### config.mk
export PLATFORM = sky130hd
export DESIGN_NAME = psram_xfer_arb
export DESIGN_NICKNAME = d
export VERILOG_FILES = /design/src/rtl/psram_xfer_arb.sv
export SDC_FILE = /design/constraint.sdc
export NUM_CORES = 1
export LEC_CHECK = 0
export CORE_AREA = 5 5 266 268
export DETAILED_ROUTE_END_ITERATION = 8
export DIE_AREA = 0 0 271 273
export GPL_TIMING_DRIVEN = 0
export MAX_ROUTING_LAYER = met4
export PLACE_DENSITY = 0.49
export SYNTH_ARGS = -nofsm -noshare
export SYNTH_HDL_FRONTEND = slang
export SYNTH_SLANG_ARGS = --single-unit
### constraint.sdc
create_clock -name clk_i -period 7.5 [get_ports clk_i]
set_input_delay 1.875 -clock clk_i [delete_from_list [all_inputs] [get_ports clk_i]]
set_output_delay 1.875 -clock clk_i [all_outputs]
set_load 0.02 [all_outputs]
### src/rtl/psram_xfer_arb.sv
// N-channel transaction arbiter in front of psram_core: round-robin or fixed-priority grant,
// single outstanding transaction, per-transaction timeout with error response.
module psram_xfer_arb #(
  parameter int unsigned NUM_CH     = 4,
  parameter int unsigned ADDR_WIDTH = 32,
  parameter int unsigned DATA_WIDTH = 64,
  parameter int unsigned TMO_WIDTH  = 16
) (
  input  logic                              clk_i,
  input  logic                              rst_i,
  input  logic                              cfg_en_i,
  input  logic                              cfg_prio_i,
  input  logic [TMO_WIDTH-1:0]              cfg_tmo_i,
  input  logic [NUM_CH-1:0]                 req_valid_i,
  output logic [NUM_CH-1:0]                 req_ready_o,
  input  logic [NUM_CH-1:0]                 req_rdwr_i,
  input  logic [NUM_CH*ADDR_WIDTH-1:0]      req_addr_i,
  input  logic [NUM_CH*DATA_WIDTH-1:0]      req_wdata_i,
  input  logic [NUM_CH*(DATA_WIDTH/8)-1:0]  req_mask_i,
  output logic [NUM_CH-1:0]                 rsp_valid_o,
  output logic                              rsp_err_o,
  output logic [DATA_WIDTH-1:0]             rsp_rdata_o,
  output logic                              xfer_valid_o,
  output logic                              xfer_rdwr_o,
  output logic [ADDR_WIDTH-1:0]             xfer_addr_o,
  output logic [DATA_WIDTH-1:0]             xfer_wdata_o,
  output logic [DATA_WIDTH/8-1:0]           xfer_mask_o,
  input  logic                              xfer_done_i,
  input  logic [DATA_WIDTH-1:0]             xfer_rdata_i,
  output logic                              busy_o
);

  localparam int unsigned CH_W  = $clog2(NUM_CH);
  localparam int unsigned MSK_W = DATA_WIDTH / 8;

  typedef enum logic [1:0] {IDLE, XFER, RESP} state_t;

  state_t                  state_q, state_d;
  logic [CH_W-1:0]         rr_ptr_q;
  logic [CH_W-1:0]         ch_q;
  logic                    rdwr_q;
  logic [ADDR_WIDTH-1:0]   addr_q;
  logic [DATA_WIDTH-1:0]   wdata_q;
  logic [MSK_W-1:0]        mask_q;
  logic [TMO_WIDTH-1:0]    cnt_q;
  logic                    err_q;
  logic [DATA_WIDTH-1:0]   rdata_q;

  logic [CH_W-1:0]         win;
  logic [CH_W-1:0]         win_next;
  logic                    win_found;
  logic                    grant;
  logic                    tmo_hit;
  int unsigned             idx;
  logic [CH_W-1:0]         idx_c;

  // Search from rr_ptr (round-robin) or from 0 (fixed), wrapping modulo NUM_CH.
  always_comb begin
    win       = '0;
    win_found = 1'b0;
    idx       = 0;
    idx_c     = '0;
    for (int unsigned i = 0; i < NUM_CH; i++) begin
      idx = cfg_prio_i ? i : (32'(rr_ptr_q) + i);
      if (idx >= NUM_CH) idx = idx - NUM_CH;
      idx_c = CH_W'(idx);
      if (!win_found && req_valid_i[idx_c]) begin
        win       = idx_c;
        win_found = 1'b1;
      end
    end
  end

  assign win_next = (win == CH_W'(NUM_CH - 1)) ? '0 : win + CH_W'(1);
  assign grant    = (state_q == IDLE) && cfg_en_i && win_found;
  assign tmo_hit  = (cfg_tmo_i != '0) && (cnt_q == cfg_tmo_i - TMO_WIDTH'(1));

  always_comb begin
    state_d = state_q;
    unique case (state_q)
      IDLE:    if (grant) state_d = XFER;
      XFER:    if (xfer_done_i || tmo_hit) state_d = RESP;
      RESP:    state_d = IDLE;
      default: state_d = IDLE;
    endcase
  end

  always_comb begin
    req_ready_o = '0;
    rsp_valid_o = '0;
    for (int unsigned k = 0; k < NUM_CH; k++) begin
      req_ready_o[k] = grant && (win == CH_W'(k));
      rsp_valid_o[k] = (state_q == RESP) && (ch_q == CH_W'(k));
    end
  end

  assign rsp_err_o    = (state_q == RESP) && err_q;
  assign rsp_rdata_o  = (state_q == RESP) ? rdata_q : '0;
  assign xfer_valid_o = (state_q == XFER);
  assign xfer_rdwr_o  = rdwr_q;
  assign xfer_addr_o  = addr_q;
  assign xfer_wdata_o = wdata_q;
  assign xfer_mask_o  = mask_q;
  assign busy_o       = (state_q != IDLE);

  always_ff @(posedge clk_i or posedge rst_i) begin
    if (rst_i) begin
      state_q <= IDLE;
    end else begin
      state_q <= state_d;
    end
  end

  always_ff @(posedge clk_i or posedge rst_i) begin
    if (rst_i) begin
      rr_ptr_q <= '0;
      ch_q     <= '0;
      rdwr_q   <= 1'b0;
      addr_q   <= '0;
      wdata_q  <= '0;
      mask_q   <= '0;
      cnt_q    <= '0;
      err_q    <= 1'b0;
      rdata_q  <= '0;
    end else begin
      cnt_q <= (state_q == XFER) ? cnt_q + TMO_WIDTH'(1) : '0;
      if (grant) begin
        ch_q    <= win;
        rdwr_q  <= req_rdwr_i[win];
        addr_q  <= req_addr_i[32'(win)*ADDR_WIDTH +: ADDR_WIDTH];
        wdata_q <= req_wdata_i[32'(win)*DATA_WIDTH +: DATA_WIDTH];
        mask_q  <= req_mask_i[32'(win)*MSK_W +: MSK_W];
        if (!cfg_prio_i) rr_ptr_q <= win_next;
      end
      // Completion takes precedence over a timeout landing on the same cycle.
      if (state_q == XFER) begin
        if (xfer_done_i) begin
          err_q   <= 1'b0;
          rdata_q <= rdwr_q ? xfer_rdata_i : '0;
        end else if (tmo_hit) begin
          err_q   <= 1'b1;
          rdata_q <= '0;
        end
      end
    end
  end

endmodule

==> results.md, run 1 <==
* Total GRT Usage at 0.1849
* Area Overhead vs Synth at 74.83%
* Chip height at 273 um
* Status: completed
* Yosys cell types at 52
* Critical path peak fanout at 11
* Crit end category: primary output
* IO buf count at 686
* Clock root buffer: clkbuf_16
* WL met1 at between 20 and 30 mm
* Overall Power at 0.006383 W
* Die area at 73980 um^2
* Vias in the first global route at 13150
* Placer Congestion at 0.9354
* Worst skew pair latency at 0.49 ns
* Detail Route Antenna Nets at 0
* Synth warnings at 0
* Max Slew Vio Count at 0
* Area contributors post-synth: dfrtp_1 (42%), mux2i_1 (18%), o221ai_1 (8.0%)
* Core area at 68110 um^2
* IO Pins at 689
* Startpoint Class: input port
* Post-Route WL at 69.90 mm
* Initial drt markers at 798
* Cells after Synth at 1169
* Max_cap viols at 0
* VDD IR-drop max at 0.0001176 V
* Critical Path RT at 5.62 ns
* Top routing layer in use: met4
* Final hold vios at 0
* Crit path arrival time at 5.10 ns
* Synthesized Nets at 1684
* Main flop type after synthesis: dfrtp_1
* Area leader, netlist: dfrtp_1
* Initial Utilization at 0.1696
* Syn avg cell area at 9.883 um^2
* Crit Path Class: in -> out
* Tightest Pin Transition at ~0.95 ns
* Synth async-reset ratio at 1.000
* Fill cells at 7100
* DIE WIDTH at approximately 270 um
* Worst hold path type: reg -> reg
* Placed wire-length estimate at 58.61 mm
* Layout cell share with drive strength beyond 1 at 0.03708
* Post-Syn Area at 11550 um^2
* Met3 WL post-DR at 4.153 mm
* Router iterations before antenna repair at 6
* Largest net degree at the start of global routing at 99
* Fmax at 143.5 MHz
* Wire length per cell at 25.19 um
* Most common cell after layout, fill and taps aside: clkdlybuf4s50_1
* Wire length on met2 at 36.52 mm
* First-pass GRT wire length at 96.64 mm
* FP Rows at 96
* Setup Skew at approximately 0.012 ns
* Most frequent cells in the layout: clkdlybuf4s50_1 (682), mux2i_1 (212), dfrtp_1 (192)
* DR DRC count at 0
* Post-synth EDFFs at 0
* Tmin final at about 7.0 ns
* Initial antenna violation count at 9
* Final setup fails at 0
* Gr ovfl total at 0
* Via density at 4.506
* RSZ-0062 raised after global routing: false
* Total number of H-tree levels at 4
* Part of the cycle the worst path needs at 0.9294
* Leak pwr at 8.575 nW
* Num CTS Buffers at 17
* CTS tree: built
* CTS clock-pin slew for the worst setup and hold paths at approximately 0.070 ns
* Power Dens Cells at between 300 and 400 nW/um^2
* Top-area cell type share of the netlist area at 0.4159
* Vias at between 10000 and 15000
* Fin Setup TNS at 0 ns
* Clock Sink Count at around 190
* Sequential share of the synthesized area at 0.4159
* Layout Nets at 2390
* Max Buffers Root-to-Sink at 2
* Synthesized flop and latch total at 192
* Slew HR at 0.3662
[sequential cells by signal, summed over array words and instances, names as in the netlist]
register      cells
rdata_q          64
xfer_wdata_o     64
xfer_addr_o      32
cnt_q            16
xfer_mask_o       8
ch_q              2
rr_ptr_q          2
state_q           2
err_q             1
xfer_rdwr_o       1
[worst max-delay path, stage by stage]
cell and delay (ns):
clkdlybuf4s50_1 0.54, inv_1 0.12, o21ai_0 0.17, a21oi_1 0.22
mux2_2 0.35, a311oi_1 0.25, buf_2 0.26, buf_4 0.29
buf_6 0.28, inv_1 0.10, ha_1 0.22, and2_1 0.13
dlymetal6s2s_1 0.27
[logic make-up (layout without fill, tap and decap cells)]
group	count (synthesis)	in the layout	synth area share
and+or+nand+nor	345	345	0.1566
AOI/OAI and AO/OA	267	267	0.1682
muxes	214	214	0.1856
DFF	192	192	0.4159
buffers and inverters	110	829	0.04072
xor gates and xnor gates	35	35	0.02653
adders and majority gates	6	6	0.006498
other	0	5	0
[through the flow]
stage	cells	util	area (um^2)	hold slack, ns	setup WS (ns)
floorplan	1169	-	11550	0.4644	0.3978
global placement	2737	0.2867	19520	0.4698	-3.027
detailed placement	2738	0.2872	19560	0.4742	-0.3446
CTS	2770	0.2962	20170	0.4925	0.02439
global route	2774	0.2966	20200	0.5078	0.2891
finish	2775	0.2966	20200	0.4917	0.5293
[power breakdown]
| group | switching (W) | leakage (nW) | total, W | internal, W |
|---|---|---|---|---|
| combinational | 0.00200 | 5.94 | 0.00356 | 0.00157 |
| clock | 0.000464 | 0.297 | 0.000995 | 0.000531 |
| sequential | 0.000328 | 2.34 | 0.00182 | 0.00150 |
[worst paths after layout]
| kind | startpoint | cells past startpoint | slack (ns) | end |
|---|---|---|---|---|
| worst max-delay path | cfg_prio_i | 13 | 0.53 | req_ready_o[3] |
| worst min-delay path | xfer_addr_o[8]$_DFFE_PP0P_ | 2 | 0.49 | xfer_addr_o[8]$_DFFE_PP0P_ |
| worst max register to register | rr_ptr_q[1]$_DFFE_PP0P_ | 10 | 4.01 | xfer_addr_o[22]$_DFFE_PP0P_ |
| worst min register to register | xfer_addr_o[8]$_DFFE_PP0P_ | 2 | 0.49 | xfer_addr_o[8]$_DFFE_PP0P_ |
| max in group asynchronous | rst_i | 3 | 4.63 | xfer_wdata_o[6]$_DFFE_PP0P_ |
| min in group asynchronous | rst_i | 2 | 1.85 | rdata_q[8]$_DFFE_PP0P_ |
[metal layers]
layer / vias to the layer above / GRT usage
met2: 547 / 0.3315
li1: 5720 / -
met5: - / -
met1: 6160 / 0.2098
met3: 78 / 0.04074
met4: 0 / 0.04704
[repair_timing]
item                                    4_1_cts  5_1_grt
hold buffers                                  0        0
resized for setup                             2        5
endpoints found under the setup margin        4        4
buffers inserted                              0        0
gates cloned                                  0        0
[layout make-up]
type	instances	area [um^2]	area share
Multi-Input combinational cell	867	6279	0.3108
Tap cell	882	1104	0.05463
Sequential cell	192	4805	0.2379
Timing Repair Buffer	687	6904	0.3418
Buffer	100	441.7	0.02187
Clock buffer	22	484.2	0.02397
Clock inverter	10	125.1	0.006194
Antenna cell	5	12.51	0.0006194
Inverter	10	45.04	0.002230
[synthesized netlist by cell type, types with 3 or more instances]
cell type,instances
and3_1,5
buf_1,5
mux2i_1,212
a21oi_1,9
o21ai_1,21
nand2b_1,67
nor3_1,7
inv_1,10
ha_1,6
nand3b_1,3
o21ai_0,49
clkbuf_2,3
nor2_1,31
or3_1,3
nand3_1,10
a211oi_1,3
xnor2_1,17
nand2_1,124
nand4_1,6
xor2_1,18
a22oi_1,64
buf_2,25
and2_1,74
o221ai_1,105
clkbuf_1,63
dfrtp_1,192
(Power assumes the default switching activity.)
==> inputs of run 2 (changes only) <==
==> config.mk (replaced) <==
export PLATFORM = sky130hd
export DESIGN_NAME = psram_xfer_arb
export DESIGN_NICKNAME = d
export VERILOG_FILES = /design/src/rtl/psram_xfer_arb.sv
export SDC_FILE = /design/constraint.sdc
export NUM_CORES = 1
export LEC_CHECK = 0
export CORE_AREA = 2 2 270 272
export DETAILED_ROUTE_END_ITERATION = 8
export DIE_AREA = 0 0 272 274
export GPL_TIMING_DRIVEN = 0
export MAX_ROUTING_LAYER = met4
export PLACE_DENSITY = 0.48
export SYNTH_ARGS = -nofsm -noshare
export SYNTH_HDL_FRONTEND = slang
export SYNTH_SLANG_ARGS = --single-unit
==> results.md, run 2 (synthesis gave the netlist of run 1 again) <==
* Post-Route WL at 66.26 mm
* Leak pwr at 8.498 nW
* Final setup fails at 0
* Crit Path Class: in -> out
* DIE WIDTH at ~270 um
* Initial drt markers at 683
* Gr ovfl total at 0
* Most common cell after layout, fill and taps aside: clkdlybuf4s50_1
* Clock Sink Count at approximately 190
* Max Buffers Root-to-Sink at 2
* Critical Path RT at 5.62 ns
* RSZ-0062 raised after global routing: false
* Critical-path top delay cell: clkdlybuf4s50_1
* CTS tree: built
* DR DRC count at 0
* Final hold vios at 0
* Status: completed
* Most frequent cells in the layout: clkdlybuf4s50_1 (686), mux2i_1 (212), dfrtp_1 (192)
* Tightest Pin Transition at 1.126 ns
* Placed wire-length estimate at 55.55 mm
* Final cell utilization of the core at 0.2816
* Placer Congestion at 0.8971
* Layout Nets at ~2400
* IO buf count at 686
* Slew HR at 0.2493
* Num CTS Buffers at 17
* Wire length per cell at 23.24 um
* Initial antenna violation count at 5
* Power Dens Cells at 312.1 nW/um^2
* Core area at 71970 um^2
* Vias in the first global route at 12970
* FP Rows at 99
* Largest net degree at the start of global routing at 99
* Via density at 4.309
* Total number of H-tree levels at 4
* Area Overhead vs Synth at 75.41%
* Vias at 12290
* Fmax at 137.6 MHz
* IO Pins at 689
* VDD IR-drop max at 0.0001379 V
* FF-to-FF setup slack at roughly 4 ns
* Clock root buffer: clkbuf_16
* CTS clock-pin slew for the worst setup and hold paths at 0.08 ns
* Worst hold path type: reg -> reg
* Multi-input logic area at 6279 um^2
* Max incr delay on CP at 0.60 ns
* Placed instance count at ~2800
* Setup Skew at 0.01141 ns
* First-pass GRT wire length at 93.05 mm
* Fill cells at 7594
* Tmin final at 7.269 ns
* Max_cap viols at 0
* Startpoint Class: input port
* Total GRT Usage at 0.1789
* Layout cell share with drive strength beyond 1 at 0.03761
* Critical path peak fanout at 11
* Part of the cycle the worst path needs at 0.9692
* Worst skew pair latency at about 0.49 ns
* Crit path arrival time at 5.39 ns
* Crit end category: primary output
* Post-CTS setup buffer count at 0
* Final worst slack at around 0.23 ns
* Max Slew Vio Count at 0
* Router iterations before antenna repair at 5
* Register area at 4805 um^2
* Post-Place Setup Slack at -0.4099 ns
* Buffers plus inverters on the worst setup path at 6
* Delay-heaviest family, CP: buffers and inverters
* Worst path cell trace: clkdlybuf4s50_1, mux2i_1, a211oi_1, a21oi_1, mux2_2, a311oi_1, clkbuf_4, buf_6, buf_6, inv_1, ha_1, and2_1, clkdlybuf4s50_1
* Die area at about 75000 um^2
* Hold WS at 0.4919 ns
* Detail Route Antenna Nets at 0
* Final Non-Filler Cells at 2851
* Chip height at 274 um
* Initial Utilization at 0.1605
run 2: cell count changes in the layout (fill, tap and decap cells not counted), sizes merged:
cell,delta
inv,+5
clkbuf,-3
bufinv,-1
buf,-1
diode,-1
dlymetal6s2s,-4
clkdlybuf4s50,+4
run 2: final cells by class:
cell class	count	share of cell area
Multi-Input combinational cell	867	0.3098
Clock buffer	18	0.02167
Sequential cell	192	0.2371
Antenna cell	4	0.0004939
Clock inverter	14	0.007224
Timing Repair Buffer	687	0.3402
Tap cell	959	0.05921
Inverter	10	0.002223
Buffer	100	0.02210
run 2: power by group:
group	switching, W	leakage [nW]	total (W)	internal [W]
registers	0.000325	2.34	0.00182	0.00150
clock network	0.000496	0.288	0.000976	0.000480
logic	0.00196	5.87	0.00353	0.00157
run 2: final timing paths:
kind | start | to | cells past startpoint
setup / recovery | req_valid_i[0] | req_ready_o[3] | 13
hold / removal | xfer_wdata_o[15]$_DFFE_PP0P_ | xfer_wdata_o[15]$_DFFE_PP0P_ | 2
setup reg to reg | rr_ptr_q[1]$_DFFE_PP0P_ | xfer_wdata_o[28]$_DFFE_PP0P_ | 11
hold reg to reg | xfer_wdata_o[15]$_DFFE_PP0P_ | xfer_wdata_o[15]$_DFFE_PP0P_ | 2
max in group asynchronous | rst_i | xfer_mask_o[2]$_DFFE_PP0P_ | 3
min in group asynchronous | rst_i | rdata_q[7]$_DFFE_PP0P_ | 2
run 2: worst register-to-register path, delay by kind of cell (launching register included):
family                 cells  cell delay, ns
multiplexers               2            0.67
buffers and inverters      4            1.43
AO/OA/AOI/OAI              5            0.88
flip-flops                 1            0.38
run 2: stage by stage:
step	cell area, um^2	total power [W]	setup TNS, ns
2_1_floorplan	11550	0.003598	0
6_report	20270	0.006325	0
3_3_place_gp	19620	0.005365	-536.91
4_1_cts	20250	0.006426	0
5_1_grt	20260	0.006705	0
3_5_place_dp	19660	0.005410	-1.521
run 2: repair_timing:
action                     4_1_cts  5_1_grt
gates cloned                     0        0
setup endpoints to repair        4        4
hold buffers                     0        0
resized for setup                3        2
run 2: metal layers:
| metal | wire (um) | up-vias | GRT usage |
|---|---|---|---|
| met5 | 0 | - | - |
| met4 | 1789 | 0 | 0.05957 |
| met3 | 3833 | 50 | 0.03897 |
| met2 | 33510 | 532 | 0.3065 |
| met1 | 27130 | 5988 | 0.2071 |
| li1 | - | 5715 | - |
==> inputs of run 3 (changes only) <==
==> config.mk (replaced) <==
export PLATFORM = sky130hd
export DESIGN_NAME = psram_xfer_arb
export DESIGN_NICKNAME = d
export VERILOG_FILES = /design/src/rtl/psram_xfer_arb.sv
export SDC_FILE = /design/constraint.sdc
export NUM_CORES = 1
export LEC_CHECK = 0
export CORE_AREA = 2 2 265 267
export DETAILED_ROUTE_END_ITERATION = 8
export DIE_AREA = 0 0 267 269
export GPL_TIMING_DRIVEN = 0
export MAX_ROUTING_LAYER = met4
export PLACE_DENSITY = 0.47
export SYNTH_ARGS = -nofsm -noshare
export SYNTH_HDL_FRONTEND = slang
export SYNTH_SLANG_ARGS = --single-unit
==> constraint.sdc (replaced) <==
create_clock -name clk_i -period 8.5 [get_ports clk_i]
set_input_delay 2.125 -clock clk_i [delete_from_list [all_inputs] [get_ports clk_i]]
set_output_delay 2.125 -clock clk_i [all_outputs]
set_load 0.02 [all_outputs]
==> results.md, run 3 (synthesis gave the netlist of run 1 again) <==
* Overall Power at 0.005730 W
* Leak pwr at about 8.6 nW
* Met2 GRT Util at 0.3082
* Worst path cell trace: clkdlybuf4s50_1, inv_1, o21ai_0, a21oi_1, mux2_2, a311oi_1, buf_2, clkbuf_4, clkbuf_4, ha_1, and2_1, clkdlybuf4s50_1
* Startpoint Class: input port
* Die area at 71820 um^2
* Worst hold path type: reg -> reg
* IO Pins at 689
* Critical path peak fanout at 11
* Initial drt markers at 622
* Crit end category: primary output
* Num CTS Buffers at 17
* Tmin final at between 8 and 9 ns
* Gr ovfl total at 0
* Crit path arrival time at 6.01 ns
* GRT busiest layer: met2
* Setup Skew at ~0.016 ns
* FP Rows at 97
* Slew HR at 0.3824
* Power Dens Cells at around 280 nW/um^2
* Vias in the first global route at 12790
* Status: completed
* Chip height at 269 um
* Max_cap viols at 0
* Total number of H-tree levels at 4
* CTS tree: built
* VDD IR-drop max at approximately 0.00010 V
* Detail Route Antenna Nets at 0
* Tightest Pin Transition at just over 0.9 ns
* Hold buffers post-CTS at 0
* Via density at about 4.3
* Post-CTS setup buffer count at 0
* Part of the cycle the worst path needs at 0.9570
* Max Slew Vio Count at 0
* Crit Path Class: in -> out
* Clock Sink Count at 192
* CTS clock-pin slew for the worst setup and hold paths at 0.07 ns
* Cells on worst reg2reg path at 10
* DIE WIDTH at ~270 um
* Wire length per cell at 23.59 um
* Critical Path RT at approximately 6.4 ns
* Post-Place Setup Slack at 0.03075 ns
* Layout Nets at 2390
* Placed wire-length estimate at 55.24 mm
* Worst skew pair latency at 0.49 ns
* Vias at about 12000
* Initial antenna violation count at 17
* Final worst slack at 0.3652 ns
* Max incr delay on CP at 0.69 ns
* Multi-input logic area at about 6300 um^2
* Final hold vios at 0
* Most common cell after layout, fill and taps aside: clkdlybuf4s50_1
* Met1 GRT Util at 0.2076
* Hold WS at 0.4949 ns
* Post-CTS Resized at 0
* Final setup fails at 0
* Clock root buffer: clkbuf_16
* Area Overhead vs Synth at 76.35%
* DR DRC count at 0
* Most frequent cells in the layout: clkdlybuf4s50_1 (686), mux2i_1 (212), dfrtp_1 (192)
* Total GRT Usage at 0.1870
* Register area at 4805 um^2
* Placer Congestion at 0.9296
* Post-Route WL at 67.01 mm
* Fin Setup TNS at 0 ns
* Layout cell share with drive strength beyond 1 at 0.03710
* Fill cells at 7253
* Core area at just under 70000 um^2
* GR Util met3 at 0.05452
* Critical-path top delay cell: clkdlybuf4s50_1
* Hold depth at 2
* Max Buffers Root-to-Sink at 2
* Router iterations before antenna repair at 5
* Fmax at between 100 and 150 MHz
* IO buf count at 686
* Initial Utilization at 0.1667
* First-pass GRT wire length at just over 90 mm
* Largest net degree at the start of global routing at 101
* RSZ-0062 raised after global routing: false
-- run 3: cell count changes in the layout (fill, tap and decap cells not counted), sizes merged --
cell / previous run / this run
diode: 4 / 14
buf: 34 / 33
inv: 17 / 13
clkinv: 5 / 2
clkbuf: 85 / 87
bufinv: 1 / 7
clkinvlp: 1 / 0
-- run 3: final timing paths --
path,startpoint,endpoint,slack (ns)
worst max register to register,rr_ptr_q[1]$_DFFE_PP0P_,xfer_addr_o[24]$_DFFE_PP0P_,4.80
worst min register to register,xfer_addr_o[23]$_DFFE_PP0P_,xfer_addr_o[23]$_DFFE_PP0P_,0.49
worst min-delay path,xfer_addr_o[23]$_DFFE_PP0P_,xfer_addr_o[23]$_DFFE_PP0P_,0.49
max in group asynchronous,rst_i,xfer_mask_o[3]$_DFFE_PP0P_,5.32
worst max-delay path,cfg_prio_i,req_ready_o[2],0.37
min in group asynchronous,rst_i,rdata_q[6]$_DFFE_PP0P_,2.13
-- run 3: per-layer routing --
metal,share of wire,wire [um],vias to the layer above
met5,0,0,-
met3,0.069,4628,93
met4,0.050,3362,0
li1,-,-,5722
met1,0.40,26780,5991
met2,0.48,32240,497
-- run 3: critical path: cells and delay by family --
kind	cells	cell delay [ns]
compound gates	3	0.72
mux	1	0.36
fa+ha+maj	1	0.21
simple gates	1	0.22
buf+inv	6	2.37
-- run 3: where the power goes --
group | switching (W) | total [W] | internal, W
clock network | 0.000416 | 0.00101 | 0.000599
registers | 0.000292 | 0.00161 | 0.00132
logic | 0.00172 | 0.00310 | 0.00138
total | 0.00243 | 0.00573 | 0.00330
-- run 3: per-stage QoR --
step,cell area (um^2),std cells,util
global route,20370,2839,0.2939
floorplan,11550,1169,-
global placement,19600,2795,0.2828
finish,20370,2841,0.2940
CTS,20330,2827,0.2934
detailed placement,19630,2796,0.2833
-- run 3: area by class of cell --
class                           instances  area share
Clock inverter                         12     0.01228
Inverter                               10    0.002211
Buffer                                100     0.02149
Antenna cell                           14    0.001719
Tap cell                              940     0.05773
Sequential cell                       192      0.2358
Multi-Input combinational cell        867      0.3082
Timing Repair Buffer                  687      0.3384
Clock buffer                           19     0.02223
